==> src/rtl/riscv_pkg.sv <==
// rtl/riscv_pkg.sv - shared RV32I types and constants for the MEM-stage load/store unit
package riscv_pkg;

    localparam int XLEN = 32;

    typedef enum logic [1:0] {
        IDLE = 2'd0,
        REQ  = 2'd1,
        RESP = 2'd2,
        DONE = 2'd3
    } lsu_state_t;

    localparam logic [2:0] F3_B  = 3'b000;
    localparam logic [2:0] F3_H  = 3'b001;
    localparam logic [2:0] F3_W  = 3'b010;
    localparam logic [2:0] F3_BU = 3'b100;
    localparam logic [2:0] F3_HU = 3'b101;

    // 011/110/111 have no RV32I load/store meaning; they complete as no-ops
    function automatic logic f3_legal(input logic [2:0] f3);
        return !((f3 == 3'b011) || (f3 == 3'b110) || (f3 == 3'b111));
    endfunction

endpackage

==> src/rtl/mem_lsu_if.sv <==
// rtl/mem_lsu_if.sv - data-memory request/response bus between the LSU and memory
interface mem_lsu_if
    import riscv_pkg::*;
#(
    parameter int XLEN = riscv_pkg::XLEN
);
    logic            dmem_req;
    logic            dmem_we;
    logic [XLEN-1:0] dmem_addr;
    logic [XLEN-1:0] dmem_wdata;
    logic [3:0]      dmem_be;
    logic            dmem_ready;
    logic            dmem_rvalid;
    logic [XLEN-1:0] dmem_rdata;

    modport master (
        output dmem_req, dmem_we, dmem_addr, dmem_wdata, dmem_be,
        input  dmem_ready, dmem_rvalid, dmem_rdata
    );

    modport slave (
        input  dmem_req, dmem_we, dmem_addr, dmem_wdata, dmem_be,
        output dmem_ready, dmem_rvalid, dmem_rdata
    );
endinterface

==> src/rtl/lsu_align.sv <==
// rtl/lsu_align.sv - byte-enable generation, store lane replication, load extract/extend
module lsu_align
    import riscv_pkg::*;
#(
    parameter int XLEN = riscv_pkg::XLEN
) (
    input  logic [2:0]      funct3,
    input  logic [1:0]      offset,
    input  logic [XLEN-1:0] wd,
    input  logic [XLEN-1:0] rdata,
    output logic [3:0]      be,
    output logic [XLEN-1:0] wdata,
    output logic [XLEN-1:0] load_data
);
    logic [XLEN-1:0] byte_lane;
    logic [XLEN-1:0] half_lane;

    // store side: size comes from funct3[1:0]; offsets below the access size are dropped
    always_comb begin
        be    = 4'b1111;
        wdata = wd;
        case (funct3[1:0])
            2'b00: begin
                be    = 4'b0001 << offset;
                wdata = {4{wd[7:0]}};
            end
            2'b01: begin
                be    = 4'b0011 << {offset[1], 1'b0};
                wdata = {2{wd[15:0]}};
            end
            default: begin
                be    = 4'b1111;
                wdata = wd;
            end
        endcase
    end

    // load side: shift the addressed lane down, then sign- or zero-extend
    always_comb begin
        byte_lane = rdata >> {offset, 3'b000};
        half_lane = rdata >> {offset[1], 4'b0000};
        case (funct3)
            F3_B:    load_data = {{24{byte_lane[7]}}, byte_lane[7:0]};
            F3_H:    load_data = {{16{half_lane[15]}}, half_lane[15:0]};
            F3_BU:   load_data = {24'd0, byte_lane[7:0]};
            F3_HU:   load_data = {16'd0, half_lane[15:0]};
            default: load_data = rdata;
        endcase
    end
endmodule

==> src/rtl/mem_lsu.sv <==
// rtl/mem_lsu.sv - MEM-stage load/store unit FSM; optional LSU_MISALIGN_CHECK_EN
module mem_lsu
    import riscv_pkg::*;
#(
    parameter int XLEN = riscv_pkg::XLEN
) (
    input  logic            clk,
    input  logic            rst,
    input  logic            MemReadM,
    input  logic            MemWriteM,
    input  logic [2:0]      Funct3M,
    input  logic [XLEN-1:0] ALUResultM,
    input  logic [XLEN-1:0] WriteDataM,
    output logic [XLEN-1:0] ReadDataM,
    output logic            StallM,
    output logic            MisalignM,
    mem_lsu_if.master       dmem
);
    lsu_state_t      state_q, state_d;
    logic [XLEN-1:0] rdata_q, rdata_d;
    logic            req_q, req_d;
    logic            we_q, we_d;
    logic [XLEN-1:0] addr_q, addr_d;
    logic [XLEN-1:0] wdata_q, wdata_d;
    logic [3:0]      be_q, be_d;
    logic            mis_q, mis_d;

    logic            access;
    logic            legal;
    logic            misaligned;
    logic [3:0]      al_be;
    logic [XLEN-1:0] al_wdata;
    logic [XLEN-1:0] al_load;

    assign access = MemReadM | MemWriteM;
    assign legal  = f3_legal(Funct3M);

`ifdef LSU_MISALIGN_CHECK_EN
    // halfwords need addr[0]=0, words need addr[1:0]=0
    always_comb begin
        misaligned = 1'b0;
        case (Funct3M[1:0])
            2'b01:   misaligned = ALUResultM[0];
            2'b10:   misaligned = |ALUResultM[1:0];
            default: misaligned = 1'b0;
        endcase
    end
`else
    assign misaligned = 1'b0;
`endif

    lsu_align #(.XLEN(XLEN)) u_align (
        .funct3    (Funct3M),
        .offset    (ALUResultM[1:0]),
        .wd        (WriteDataM),
        .rdata     (dmem.dmem_rdata),
        .be        (al_be),
        .wdata     (al_wdata),
        .load_data (al_load)
    );

    // next-state logic; bus fields are captured on entry to REQ and zeroed on acceptance
    always_comb begin
        state_d = state_q;
        rdata_d = rdata_q;
        req_d   = req_q;
        we_d    = we_q;
        addr_d  = addr_q;
        wdata_d = wdata_q;
        be_d    = be_q;
        mis_d   = mis_q;
        case (state_q)
            IDLE: begin
                if (access) begin
                    if (!legal || misaligned) begin
                        state_d = DONE;
                        mis_d   = legal & misaligned;
                    end else begin
                        state_d = REQ;
                        req_d   = 1'b1;
                        we_d    = MemWriteM;
                        addr_d  = {ALUResultM[XLEN-1:2], 2'b00};
                        wdata_d = al_wdata;
                        be_d    = al_be;
                    end
                end
            end
            REQ: begin
                if (dmem.dmem_ready) begin
                    state_d = we_q ? DONE : RESP;
                    req_d   = 1'b0;
                    we_d    = 1'b0;
                    addr_d  = '0;
                    wdata_d = '0;
                    be_d    = 4'b0000;
                end
            end
            RESP: begin
                if (dmem.dmem_rvalid) begin
                    rdata_d = al_load;
                    state_d = DONE;
                end
            end
            default: begin
                state_d = IDLE;
                mis_d   = 1'b0;
            end
        endcase
    end

    // state and registered outputs; asynchronous reset returns everything to idle/zero
    always_ff @(posedge clk or posedge rst) begin
        if (rst) begin
            state_q <= IDLE;
            rdata_q <= '0;
            req_q   <= 1'b0;
            we_q    <= 1'b0;
            addr_q  <= '0;
            wdata_q <= '0;
            be_q    <= 4'b0000;
            mis_q   <= 1'b0;
        end else begin
            state_q <= state_d;
            rdata_q <= rdata_d;
            req_q   <= req_d;
            we_q    <= we_d;
            addr_q  <= addr_d;
            wdata_q <= wdata_d;
            be_q    <= be_d;
            mis_q   <= mis_d;
        end
    end

    assign StallM          = access & (state_q != DONE);
    assign ReadDataM       = rdata_q;
    assign MisalignM       = mis_q;
    assign dmem.dmem_req   = req_q;
    assign dmem.dmem_we    = we_q;
    assign dmem.dmem_addr  = addr_q;
    assign dmem.dmem_wdata = wdata_q;
    assign dmem.dmem_be    = be_q;
endmodule

==> src/flat_wrapper.sv <==
// flat-port wrapper written by rule: the top's interface ports become plain ports
module mem_lsu_flat import riscv_pkg::*;
#(
    parameter int XLEN = riscv_pkg::XLEN
)
  (clk, rst, MemReadM, MemWriteM, Funct3M, ALUResultM, WriteDataM, ReadDataM, StallM, MisalignM, dmem_dmem_req, dmem_dmem_we, dmem_dmem_addr, dmem_dmem_wdata, dmem_dmem_be, dmem_dmem_ready, dmem_dmem_rvalid, dmem_dmem_rdata);
  mem_lsu_if #(.XLEN(XLEN)) dmem_i ();
  input  logic clk;
  input  logic rst;
  input  logic MemReadM;
  input  logic MemWriteM;
  input  logic [2:0] Funct3M;
  input  logic [XLEN-1:0] ALUResultM;
  input  logic [XLEN-1:0] WriteDataM;
  output logic [XLEN-1:0] ReadDataM;
  output logic StallM;
  output logic MisalignM;
  output wire logic [$bits(dmem_i.dmem_req)-1:0] dmem_dmem_req;
  output wire logic [$bits(dmem_i.dmem_we)-1:0] dmem_dmem_we;
  output wire logic [$bits(dmem_i.dmem_addr)-1:0] dmem_dmem_addr;
  output wire logic [$bits(dmem_i.dmem_wdata)-1:0] dmem_dmem_wdata;
  output wire logic [$bits(dmem_i.dmem_be)-1:0] dmem_dmem_be;
  input wire logic [$bits(dmem_i.dmem_ready)-1:0] dmem_dmem_ready;
  input wire logic [$bits(dmem_i.dmem_rvalid)-1:0] dmem_dmem_rvalid;
  input wire logic [$bits(dmem_i.dmem_rdata)-1:0] dmem_dmem_rdata;
  assign dmem_dmem_req = dmem_i.dmem_req;
  assign dmem_dmem_we = dmem_i.dmem_we;
  assign dmem_dmem_addr = dmem_i.dmem_addr;
  assign dmem_dmem_wdata = dmem_i.dmem_wdata;
  assign dmem_dmem_be = dmem_i.dmem_be;
  assign dmem_i.dmem_ready = dmem_dmem_ready;
  assign dmem_i.dmem_rvalid = dmem_dmem_rvalid;
  assign dmem_i.dmem_rdata = dmem_dmem_rdata;
  mem_lsu #(.XLEN(XLEN)) u_core (.clk(clk), .rst(rst), .MemReadM(MemReadM), .MemWriteM(MemWriteM), .Funct3M(Funct3M), .ALUResultM(ALUResultM), .WriteDataM(WriteDataM), .ReadDataM(ReadDataM), .StallM(StallM), .MisalignM(MisalignM), .dmem(dmem_i));
endmodule
==> config.mk <==
export PLATFORM = sky130hd
export DESIGN_NAME = mem_lsu_flat
export DESIGN_NICKNAME = d
export VERILOG_FILES = /design/src/rtl/riscv_pkg.sv /design/src/rtl/mem_lsu_if.sv /design/src/rtl/lsu_align.sv /design/src/rtl/mem_lsu.sv /design/src/flat_wrapper.sv
export SDC_FILE = /design/constraint.sdc
export NUM_CORES = 1
export LEC_CHECK = 0
export CORE_MARGIN = 2
export CORE_UTILIZATION = 35
export CTS_CLUSTER_DIAMETER = 80
export DETAILED_ROUTE_END_ITERATION = 10
export PLACE_DENSITY = 0.76
export SLEW_MARGIN = 20
export SYNTH_ARGS = -nofsm -noshare
export SYNTH_HDL_FRONTEND = slang
export SYNTH_HIERARCHICAL = 1
export SYNTH_SLANG_ARGS = --single-unit
==> constraint.sdc <==
create_clock -name clk -period 5.5 [get_ports clk]
set_input_delay 1.1 -clock clk [delete_from_list [all_inputs] [get_ports clk]]
set_output_delay 1.1 -clock clk [all_outputs]
set_load 0.02 [all_outputs]
==> results of run 1 <==
[critical path: stages]
cell and delay (ps):
clkdlybuf4s50_1 500, nor2_1 70, nor2_1 80, clkdlybuf4s50_1 630
[stage by stage]
stage | total power, mW | hold slack [ps] | std cells | utilization [%]
2_1_floorplan | 2.82 | 566 | 490 | -
3_3_place_gp | 3.78 | 467 | 873 | 49.0
3_5_place_dp | 3.86 | 474 | 873 | 49.0
4_1_cts | 4.53 | 490 | 888 | 50.8
5_1_grt | 4.72 | 510 | 888 | 50.9
6_report | 4.46 | 486 | 888 | 50.9
[flip-flops by register name, summed over array words and instances, names as in the netlist]
signal                  cells
u_core/ReadDataM           32
u_core/dmem.dmem_wdata     32
u_core/dmem.dmem_addr      30
u_core/dmem.dmem_be         4
u_core/state_q              2
u_core/dmem.dmem_req        1
u_core/dmem.dmem_we         1
[synth_stat cells (2+ instances only)]
library cell / instances / area (sq um)
a21oi_1: 5 / 25.0
a22oi_1: 7 / 52.6
buf_1: 3 / 11.3
buf_2: 10 / 50.1
buf_4: 14 / 105
buf_6: 2 / 22.5
clkbuf_1: 13 / 48.8
clkinv_1: 2 / 7.51
dfrtp_1: 102 / 2550
ha_1: 5 / 62.6
inv_1: 5 / 18.8
mux2_1: 11 / 124
mux2_2: 121 / 1360
mux2i_1: 13 / 130
nand2_1: 23 / 86.3
nand2b_1: 4 / 25.0
nand3_1: 2 / 10.0
nand3b_1: 2 / 15.0
nor2_1: 19 / 71.3
nor2b_1: 73 / 457
o21ai_0: 28 / 140
o21ai_1: 5 / 25.0
[per-layer routing]
metal  track usage, %  up-vias  wire [um]
met5                0        -          0
met4             7.34        0        378
met3             4.72       25       1050
met2             29.9      145       7590
met1             21.8     2085       6170
li1                 -     2025          -
[power by group through the flow]
| stage | sequential (mW) | combinational, mW | clock (mW) |
|---|---|---|---|
| global route | 1.38 | 2.64 | 0.693 |
| global placement | 1.33 | 2.45 | 0 |
| CTS | 1.34 | 2.52 | 0.666 |
| detailed placement | 1.35 | 2.51 | 0 |
| floorplan | 1.77 | 1.05 | 0 |
| finish | 1.33 | 2.49 | 0.643 |
[kinds of logic after synthesis]
kind of cell | after synthesis
DFF | 102
buffers and inverters | 50
muxes | 145
adders and majority gates | 5
and+or+nand+nor | 131
other | 1
AOI/OAI and AO/OA | 54
[area by class of cell]
class / count / area (sq um) / share of cell area (%)
well taps: 216 / 270 / 3.38
multi-input cells: 338 / 2760 / 34.6
repair buffers: 210 / 2080 / 26.1
flip-flops and latches: 102 / 2550 / 31.9
clock buffers: 12 / 246 / 3.08
clock inverters: 3 / 45.0 / 0.564
inverters: 7 / 28.8 / 0.360
[worst max path at each step]
stage                  start                   end
3_3_place_gp   ALUResultM[1]  u_core/ReadDataM[21]
2_1_floorplan            rst   u_core/ReadDataM[0]
5_1_grt            MemWriteM                StallM
6_report           MemWriteM                StallM
4_1_cts        ALUResultM[1]  u_core/ReadDataM[28]
3_5_place_dp   ALUResultM[1]  u_core/ReadDataM[28]
==> metrics.cfg, run 1 <==
[run]
drv_cap=0

[route]
drt_iter0_drc=231
viasPerCell=4.82
routedWlPerCell_um=17.1
drc=0
drt_first_pass_iters=4
antenna_left=0
routed_wl_um=15200
vias=4280

[clocking]
cts_buffers=9
clkSlewWorstSetupHoldPaths_ps=70
cts.htree.levels=3
clockBufferDepth=2
cts_hold_buf=0
post-cts-setup-buffers=0
clock_latency_ps=340
cts_resized=0
cts_tree=built
ctsRootBufferMaster=clkbuf_16
cts_num_sinks=102

[sta]
tightest_slew_ps=887
setup_viol=0
hold_viol=0
slew_headroom_pct=40.8
fmax_mhz=286
fin_skew_ps=5.18
rsz0062_at_grt=no
fin_tns_setup_ps=0
post-route-min-period_ps=3490
min_period_over_period_pct=63.5
slew_viol_final=0
worst_slack_ps=2010

[global_route]
grt_start_max_net_pins=69
grtUsageTotal_pct=17.8
grt-ovfl-total=0
grt_pass1_vias=4416
grt_pass1_wl_um=23300
antenna_found_initial=0

[synthesis]
synthAdderAreaFrac_pct=1.12
ys_types=41
synth_warnings=6
synthArstFlopShare_pct=100
avgSynthCellArea_sq_um=11.4
ys_seq_elements=102
synth.yosys.seq_area_share_pct=45.8
synth_area_sq_um=5570
synth_xor_area_share_pct=0
synth_compound_area_share_pct=5.78
netlist_instances=488
synth-simple-area-share_pct=13.3
synthMuxAreaShare_pct=29.0
synth_edf_count=0
synth_top_family_by_area=multiplexers
ys.flop_type=dfrtp_1

[die]
core_sq_um=15700
die_x_um=130
rows=46
die_height_um=130
initial_core_util_pct=35.4
die-area_sq_um=16900
ios=209

[power]
clockPowerShare_pct=14.4
p_sw_mw=1.66
netSwitchingFraction_pct=37.2
pwr-share-comb_pct=55.7
p_leak_nw=3.32
ir_worst_vdd_mv=0.239
pwr_density_cell_nw_per_um2=559
intPower_mw=2.80
seqPwrFrac_pct=29.9

[layout]
layout_common_cells=clkdlybuf4s50_1, mux2_2, dfrtp_1, nor2b_1, o21ai_0
fillers=1370
drive_gt1_share_pct=22.5
fin_nets=778
design_area_sq_um=7990
antenna_cells=0
syn2layout_area_growth_pct=43.5
layout_commonest_cell=clkdlybuf4s50_1

[worst_hold_path]
whs_path_depth=1
hp-start=u_core/dmem.dmem_addr[20]
hold_end=u_core/dmem.dmem_addr[20]
hp-class=flip-flop to flip-flop

[setup_path]
ff2ff_path_depth=7
r2r-end=u_core/dmem.dmem_wdata[2]
path_max_fanout=3
worstPathArrival_ps=2390
crit_type=input pin to output pin
cp_data_required_time_ps=4400
end_kind=output pin
ff2ff_setup_slack_ps=2430
timing.rr.start=u_core/state_q[1]
startpoint_type=input pin

[placement]
dp_hpwl_um=11000
port_buffers=205
place.gp.congestion=0.878
dpl_cell_area_sq_um=7690
place_ws_ps=1580

[status]
status=finished, final reports clean

Power figures use the tool's default switching activity.
==> run 2, diff against run 1 <==
--- a/config.mk
+++ b/config.mk
@@ -9,7 +9,7 @@
 export CORE_UTILIZATION = 35
 export CTS_CLUSTER_DIAMETER = 80
 export DETAILED_ROUTE_END_ITERATION = 10
-export PLACE_DENSITY = 0.76
+export PLACE_DENSITY = 0.78
 export SLEW_MARGIN = 20
 export SYNTH_ARGS = -nofsm -noshare
 export SYNTH_HDL_FRONTEND = slang
==> constraint.sdc (replaced) <==
create_clock -name clk -period 3.15 [get_ports clk]
set_input_delay 0.63 -clock clk [delete_from_list [all_inputs] [get_ports clk]]
set_output_delay 0.63 -clock clk [all_outputs]
set_load 0.02 [all_outputs]
==> run 2 against run 1 <==
Compared with the run above:
- combinational power increased by 77%
- global-route usage increased by 0.81 points
- sequential share of layout area decreased by 0.53 points
- clock skew about the same
- final cell count increased by 1.0%
- first-iteration DRC count decreased by 39%
- via count increased by 1.3%
- die area unchanged
- sequential power increased by 77%
- setup slack got worse by 1400 ps
- critical path depth unchanged
- wire length increased by 2.9%
- highest routed layer unchanged
==> metrics.cfg, run 2 (same netlist as run 1, synthesis figures left out) <==
[power]
ir_worst_vdd_mv=0.480  ; +100%
finalPower_mw=8.04  ; +80%
pwr_density_cell_nw_per_um2=989  ; +77%
p_leak_nw=3.39  ; +2.0%

[global_route]
grt_pass1_vias=4576  ; +3.6%
grtUsageTotal_pct=18.6  ; +0.81 points
grt_start_max_net_pins=103  ; +49%
grt_pass1_wl_um=24400  ; +4.9%
grt-ovfl-total=0  ; unchanged
antenna_found_initial=0  ; unchanged

[die]
core_sq_um=15700  ; unchanged
initial_core_util_pct=35.4  ; unchanged
die_height_um=130  ; unchanged
die-area_sq_um=16900  ; unchanged
die_x_um=130  ; unchanged
rows=46  ; unchanged
ios=209  ; unchanged

[setup_path]
ff2ff_setup_slack_ps=930  ; -1500 ps
crit_end=StallM
startpoint_type=input pin
slowest_delay_ps=630  ; about the same
cp_data_required_time_ps=2520  ; -1880 ps
crit_type=input pin to output pin
path_max_fanout=3  ; unchanged
end_kind=output pin
cp_cell_sequence=clkdlybuf4s50_1, nor2_1, nor2_1, clkdlybuf4s50_1
ff2ff_path_depth=6  ; -1
worstPathArrival_ps=1910  ; -480 ps
timing.rr.start=u_core/state_q[0]
r2r-end=u_core/dmem.dmem_wdata[22]
critPathLaunch=MemWriteM
slowest_stage=clkdlybuf4s50_1

[layout]
syn2layout_area_growth_pct=45.9
antenna_cells=0  ; unchanged
final_core_util_pct=51.7  ; +0.86 points
layout_commonest_cell=clkdlybuf4s50_1
layout_common_cells=clkdlybuf4s50_1, mux2_2, dfrtp_1, nor2b_1, o21ai_0
fin_nets=786  ; +1.0%
fin_cells=897  ; +1.0%
design_area_sq_um=8130  ; +1.7%
drive_gt1_share_pct=23.6  ; +1.2 points

[placement]
place.gp.congestion=0.874  ; -0.36%
dp_hpwl_um=11400  ; +4.0%
dpl_cell_area_sq_um=7780  ; +1.1%
port_buffers=205  ; unchanged
place_inst=881  ; +0.92%

[run]
drv_cap=0  ; unchanged

[clocking]
post-cts-setup-buffers=0  ; unchanged
cts_tree=built
cts_buffers=9  ; unchanged
cts_resized=0  ; unchanged
clkSlewWorstSetupHoldPaths_ps=70  ; about the same
cts.htree.levels=3  ; unchanged
ctsRootBufferMaster=clkbuf_16
cts_hold_buf=0  ; unchanged
clock_latency_ps=350  ; about the same
clockBufferDepth=2  ; unchanged
cts_num_sinks=102  ; unchanged

[sta]
min_period_over_period_pct=80.7
slew_headroom_pct=52.8  ; +12 points
slew_viol_final=0  ; unchanged
setup_viol=0  ; unchanged
fin_skew_ps=5.67  ; +0.481 ps
fin_tns_setup_ps=0  ; unchanged
fmax_mhz=394
tightest_slew_ps=709  ; -179 ps
rsz0062_at_grt=no
hold_viol=0  ; unchanged
post-route-min-period_ps=2540

[route]
vias=4334  ; +1.3%
drt_iter0_drc=141  ; -39%
routedWlPerCell_um=17.4  ; +1.9%
viasPerCell=4.83  ; +0.25%
drt_first_pass_iters=4  ; unchanged
drc=0  ; unchanged
routed_wl_um=15600  ; +2.9%
antenna_left=0  ; unchanged

[worst_hold_path]
hp-class=flip-flop to flip-flop

[status]
status=finished, final reports clean

==> run 2: per-stage QoR <==
step / hold slack [ps] / setup slack (ps)
final: 488 / 609
after global routing: 502 / 517
after CTS: 494 / 603
after detailed placement: 477 / 390
after global placement: 467 / 458
after floorplan: 566 / 1150
==> run 2: routing by layer <==
layer / vias up / global-route usage [%] / routed length (um)
li1: 2036 / - / -
met1: 2130 / 23.0 / 6380
met2: 136 / 31.5 / 7890
met3: 32 / 3.57 / 839
met4: 0 / 8.86 / 501
met5: - / 0 / 0
==> run 2: final cells by class <==
class	instances	area [sq um]
multi-input combinational	338	2760
clock buffer	9	225
fill	1382	7590
inverter	7	30.0
timing repair buffer	218	2170
sequential	102	2550
clock inverter	7	121
tap	216	270
==> run 2: power by group <==
group	switching, mW	leakage [nW]	internal, mW
Combinational	2.08	1.99	2.32
Sequential	0.366	1.24	1.98
Clock	0.511	0.158	0.780
==> run 2: how the worst min path moves through the flow <==
stage	endpoint	cells past startpoint	startpoint	slack (ps)
6_report	u_core/dmem.dmem_addr[25]	1	u_core/dmem.dmem_addr[25]	490
5_1_grt	u_core/dmem.dmem_addr[22]	1	u_core/dmem.dmem_addr[22]	500
3_5_place_dp	u_core/dmem.dmem_addr[25]	1	u_core/dmem.dmem_addr[25]	480
4_1_cts	u_core/dmem.dmem_addr[25]	1	u_core/dmem.dmem_addr[25]	490
2_1_floorplan	u_core/state_q[0]	1	u_core/state_q[0]	570
3_3_place_gp	u_core/dmem.dmem_addr[30]	1	u_core/dmem.dmem_addr[30]	470
==> run 2: critical path: cells and delay by family <==
| family | cells | cell delay [ps] |
|---|---|---|
| AND/OR/NAND/NOR | 2 | 140 |
| buffers and inverters | 2 | 1130 |
